===== src/rtl/ws_sram_writer.sv =====
// rtl/ws_sram_writer.sv - Write-S unit: clips an 8x8 IDCT block from DPRAM and writes it packed into SRAM
//
// Ports:
//   CLOCK_50_I        clock, rising edge
//   Resetn            asynchronous active-low reset
//   WS_start          start request, sampled only while idle
//   WS_done           one-cycle completion pulse
//   WS_busy           high from the cycle after acceptance through the WS_done cycle
//   RB, CB, seg       block row, block column, segment (0=Y 1=U 2=V 3=no writes); latched at start
//   RAM_read_address  DPRAM port-a address
//   RAM_read_data     DPRAM port-a q, valid the cycle after its address
//   SRAM_address      SRAM word address
//   SRAM_write_data   packed pixels {even, odd}
//   SRAM_we_n         active-low SRAM write enable
module ws_sram_writer #(
    parameter int S_BASE       = 0,
    parameter int Y_BASE       = 0,
    parameter int U_BASE       = 38400,
    parameter int V_BASE       = 57600,
    parameter int Y_ROW_WORDS  = 160,
    parameter int UV_ROW_WORDS = 80
) (
    input  logic        CLOCK_50_I,
    input  logic        Resetn,
    input  logic        WS_start,
    output logic        WS_done,
    output logic        WS_busy,
    input  logic [4:0]  RB,
    input  logic [5:0]  CB,
    input  logic [1:0]  seg,
    output logic [6:0]  RAM_read_address,
    input  logic [31:0] RAM_read_data,
    output logic [17:0] SRAM_address,
    output logic [15:0] SRAM_write_data,
    output logic        SRAM_we_n
);

    typedef enum logic [1:0] {
        S_WS_IDLE,
        S_WS_READ,
        S_WS_DRAIN,
        S_WS_DONE
    } state_t;

    state_t      r_state;
    state_t      w_next;

    // Number of the current cycle within a transfer; cycle 1 is the first after acceptance.
    logic [6:0]  r_cyc;
    logic [4:0]  r_rb;
    logic [5:0]  r_cb;
    logic [1:0]  r_seg;
    logic [4:0]  r_word;
    logic [7:0]  r_even;

    logic [7:0]  w_clip;
    logic [17:0] w_seg_base;
    logic [17:0] w_row_words;
    logic [17:0] w_row;
    logic [17:0] w_addr;

    always_comb begin
        w_next = r_state;
        case (r_state)
            S_WS_IDLE:  if (WS_start) w_next = S_WS_READ;
            S_WS_READ:  if (r_cyc == 7'd64) w_next = S_WS_DRAIN;
            S_WS_DRAIN: if (r_cyc == 7'd66) w_next = S_WS_DONE;
            S_WS_DONE:  w_next = S_WS_IDLE;
            default:    w_next = S_WS_IDLE;
        endcase
    end

    // Saturate a signed 32-bit IDCT result to an unsigned 8-bit pixel.
    always_comb begin
        w_clip = RAM_read_data[7:0];
        if (RAM_read_data[31])
            w_clip = 8'd0;
        else if (|RAM_read_data[30:8])
            w_clip = 8'hFF;
    end

    always_comb begin
        w_seg_base  = 18'(Y_BASE);
        w_row_words = 18'(Y_ROW_WORDS);
        case (r_seg)
            2'd1: begin
                w_seg_base  = 18'(U_BASE);
                w_row_words = 18'(UV_ROW_WORDS);
            end
            2'd2: begin
                w_seg_base  = 18'(V_BASE);
                w_row_words = 18'(UV_ROW_WORDS);
            end
            default: begin
                w_seg_base  = 18'(Y_BASE);
                w_row_words = 18'(Y_ROW_WORDS);
            end
        endcase
        // Each block row covers 8 pixel rows; each block column covers 4 words (8 pixels).
        w_row  = {10'd0, r_rb, 3'd0} + {15'd0, r_word[4:2]};
        w_addr = w_seg_base + w_row * w_row_words + {10'd0, r_cb, 2'd0} + {16'd0, r_word[1:0]};
    end

    always_ff @(posedge CLOCK_50_I or negedge Resetn) begin
        if (!Resetn) begin
            r_state          <= S_WS_IDLE;
            r_cyc            <= 7'd0;
            r_rb             <= 5'd0;
            r_cb             <= 6'd0;
            r_seg            <= 2'd0;
            r_word           <= 5'd0;
            r_even           <= 8'd0;
            WS_done          <= 1'b0;
            WS_busy          <= 1'b0;
            RAM_read_address <= 7'd0;
            SRAM_address     <= 18'd0;
            SRAM_write_data  <= 16'd0;
            SRAM_we_n        <= 1'b1;
        end else begin
            r_state   <= w_next;
            WS_busy   <= (w_next != S_WS_IDLE);
            WS_done   <= (w_next == S_WS_DONE);
            SRAM_we_n <= 1'b1;
            if (r_state == S_WS_IDLE) begin
                if (WS_start) begin
                    r_rb             <= RB;
                    r_cb             <= CB;
                    r_seg            <= seg;
                    r_cyc            <= 7'd1;
                    r_word           <= 5'd0;
                    RAM_read_address <= 7'(S_BASE);
                end
            end else begin
                r_cyc <= r_cyc + 7'd1;
                if (r_cyc <= 7'd63)
                    RAM_read_address <= RAM_read_address + 7'd1;
                // Entry k arrives in cycle k+2: even cycles carry even entries, odd cycles odd ones.
                if (r_cyc >= 7'd2 && r_cyc <= 7'd65) begin
                    if (!r_cyc[0]) begin
                        r_even <= w_clip;
                    end else begin
                        SRAM_write_data <= {r_even, w_clip};
                        SRAM_address    <= w_addr;
                        SRAM_we_n       <= (r_seg == 2'd3);
                        r_word          <= r_word + 5'd1;
                    end
                end
            end
        end
    end

endmodule


===== config.mk =====
export PLATFORM = sky130hd
export DESIGN_NAME = ws_sram_writer
export DESIGN_NICKNAME = d
export VERILOG_FILES = /design/src/rtl/ws_sram_writer.sv
export SDC_FILE = /design/constraint.sdc
export NUM_CORES = 1
export LEC_CHECK = 0
export CAP_MARGIN = 20
export CORE_MARGIN = 2
export CORE_UTILIZATION = 25
export DETAILED_ROUTE_END_ITERATION = 10
export PLACE_DENSITY = 0.45
export SETUP_SLACK_MARGIN = 0.05
export SLEW_MARGIN = 20
export SYNTH_ARGS = -nofsm -noshare
export SYNTH_HDL_FRONTEND = slang
export SYNTH_SLANG_ARGS = --single-unit

===== constraint.sdc =====
create_clock -name CLOCK_50_I -period 5.1 [get_ports CLOCK_50_I]
set_clock_uncertainty 0.15 [all_clocks]
set_input_delay 1.02 -clock CLOCK_50_I [delete_from_list [all_inputs] [get_ports CLOCK_50_I]]
set_output_delay 1.02 -clock CLOCK_50_I [all_outputs]
set_load 0.02 [all_outputs]

==> run metrics <==
post-DP HPWL approximately 8400 um; Final ANT Viol Nets 0; Final Max Tran Viols 0; Clock Sinks 79; Arr. time, crit path 4.83 ns; core area approximately 0.019 mm2; all-layer global routing usage 11.4%; Max Cap Violations 0; WP data required around 5.2 ns; die area 0.0200 mm2; clock tree buffer depth 2; Clock transition at path regs 0.07 ns; Synth-to-Final Area Change 32.2%; Synth async-reset ratio 100%; register bit total from synthesis approximately 80; total CTS buffers 9; CTS tree yes; Starting Density approximately a quarter; vias per cell between 4 and 5; sequential share of the synthesized area a little over two fifths; commonest non-fill, non-tap cell in the layout clkdlybuf4s50_1; min Tclk post-route 4.74 ns; number of DRC markers in iteration 0 125; Post-CTS Setup Bufs 0; ratio of cells with drive above 1 in the final layout 11.2%; Post-Syn Instances around 460; final core utilization roughly a third; final hold vios 0; grt ovf 0; largest net degree at the start of global routing 47; first-pass GRT wire length 18000 um; status complete, no violations; mean area per synthesized cell approximately 10 um2; Post-synth EDFFs 0; cts repair resizes 0; Port Buffers 91; prevailing post-synth register cell dfrtp_1; wire per inst 13.6 um; hold buffers post-CTS 0; Antenna Cells 0; # setup viols final 0; Vias around 3500; Die H about 140 um; most frequent cells in the layout clkdlybuf4s50_1, nand2_1, dfrtp_1, ha_1, inv_1; IO Count between 90 and 100; r2r setup slk around 0.36 ns; RSZ-0062 raised after global routing false; fin cells roughly 800; global placement routability congestion 0.763; critical-path maximum fanout 12; fin nets 664; initial antenna violation count 0; Clk Latency, worst-skew pair 0.34 ns; Routed Wire Length approximately 11000 um; cell area after synthesis about 0.0047 mm2; final critical-path share of the clock period 93.0%; Setup crit end kind flip-flop; drt drc 0; Cells after DPL around 800; HP Class reg -> reg; Pre-Repair DR Iteration Count 4; setup tns final 0 ns; yosys warns 0; # rows 50; vias in the first global route approximately 3600; Slew HR a little under 40%; Worst Max-Slew Pin Slew around 0.9 ns; crit start category flip-flop; H-tree levels 3; synth unique cells 55; Die Wd 141 um; clk root buf clkbuf_16; Crit Path Category reg -> reg; Fmax achieved about 210 MHz
==> flip-flops by register name, indices dropped and copies added, names as in the netlist <==
register,cells
r_word,5
SRAM_we_n,1
r_even,8
r_state,2
WS_busy,1
r_rb,5
SRAM_address,18
RAM_read_address,7
r_seg,2
r_cyc,7
SRAM_write_data,16
r_cb,6
WS_done,1
==> Yosys cell counts (all sizes together), types with 2 or more instances <==
| cell | count | area (um2) |
|---|---|---|
| nand2 | 81 | 304 |
| dfrtp | 78 | 1950 |
| ha | 45 | 563 |
| inv | 35 | 131 |
| o21ai | 31 | 159 |
| mux2 | 30 | 338 |
| nor2 | 20 | 75.1 |
| fa | 15 | 300 |
| nand3 | 13 | 65.1 |
| nor3 | 10 | 50.1 |
| buf | 8 | 45.0 |
| clkbuf | 8 | 30.0 |
| a21o | 7 | 53.8 |
| a21oi | 7 | 38.8 |
| and2 | 7 | 46.3 |
| nand4 | 6 | 37.5 |
| nor4 | 6 | 52.6 |
| xor2 | 6 | 52.6 |
| nand2b | 5 | 31.3 |
| mux2i | 4 | 40.0 |
| nor2b | 4 | 25.0 |
| o31ai | 4 | 30.0 |
| a211oi | 3 | 35.0 |
| a21boi | 3 | 22.5 |
| o21a | 3 | 22.5 |
| a211o | 2 | 17.5 |
| and3 | 2 | 13.8 |
| and4 | 2 | 18.8 |
| conb | 2 | 7.51 |
| o21bai | 2 | 15.0 |
==> critical path, stage by stage, from the launching register on <==
cell and delay, ns:
dfrtp_1 0.39, inv_1 0.06, ha_1 0.47, clkinv_1 0.17, buf_4 0.20, nor2_1 0.11, ha_1 0.15, inv_1 0.05
fa_1 0.48, fa_1 0.55, inv_1 0.04, ha_1 0.29, ha_1 0.34, nor2b_1 0.16, o31a_1 0.29, o311a_1 0.36
o21a_1 0.17, o31ai_1 0.21
==> per-layer routing <==
metal	global-route usage, %	wire length [um]	vias to the layer above
met3	2.70	423	14
met5	0	0	-
met4	4.79	223	0
li1	-	-	1765
met2	18.9	5230	52
met1	14.4	4970	1694
==> metrics by stage <==
step	hold WS [ns]	worst slack, ns	instance area, um2
6_report	0.321	0.359	6230
5_1_grt	0.345	0.0892	6230
4_1_cts	0.326	0.333	6230
3_5_place_dp	0.311	0.371	5880
3_3_place_gp	0.297	0.441	5880
2_1_floorplan	0.283	0.529	4720
==> area by class of cell <==
cell class	count	area [um2]
inverter	36	135
sequential	79	1980
clock buffer	9	225
tap	234	293
clock inverter	7	125
multi-input combinational	334	2530
fill	1885	12300
timing repair buffer	96	946
==> logic make-up after synthesis <==
kind of cell               count (synthesis)  share of synthesized area (%)
adders and majority gates                 60                           18.3
and+or+nand+nor                          157                           15.4
xor gates and xnor gates                   7                           1.30
other                                      2                          0.159
AOI/OAI and AO/OA                         73                           10.4
muxes                                     34                           8.01
DFF                                       79                           42.0
buffers and inverters                     52                           4.46
==> worst paths after layout <==
check,from,endpoint,cells past startpoint
max,r_seg[0],SRAM_address[14],17
min,r_even[6],SRAM_write_data[14],2
max in group asynchronous,Resetn,SRAM_address[12],2
max reg2reg,r_seg[0],SRAM_address[14],17
min in group asynchronous,Resetn,SRAM_address[16],1
min reg2reg,r_even[6],SRAM_write_data[14],2
Power is not shown: default switching activity piles up to over one toggle a cycle in this logic, so the estimate is an artifact.
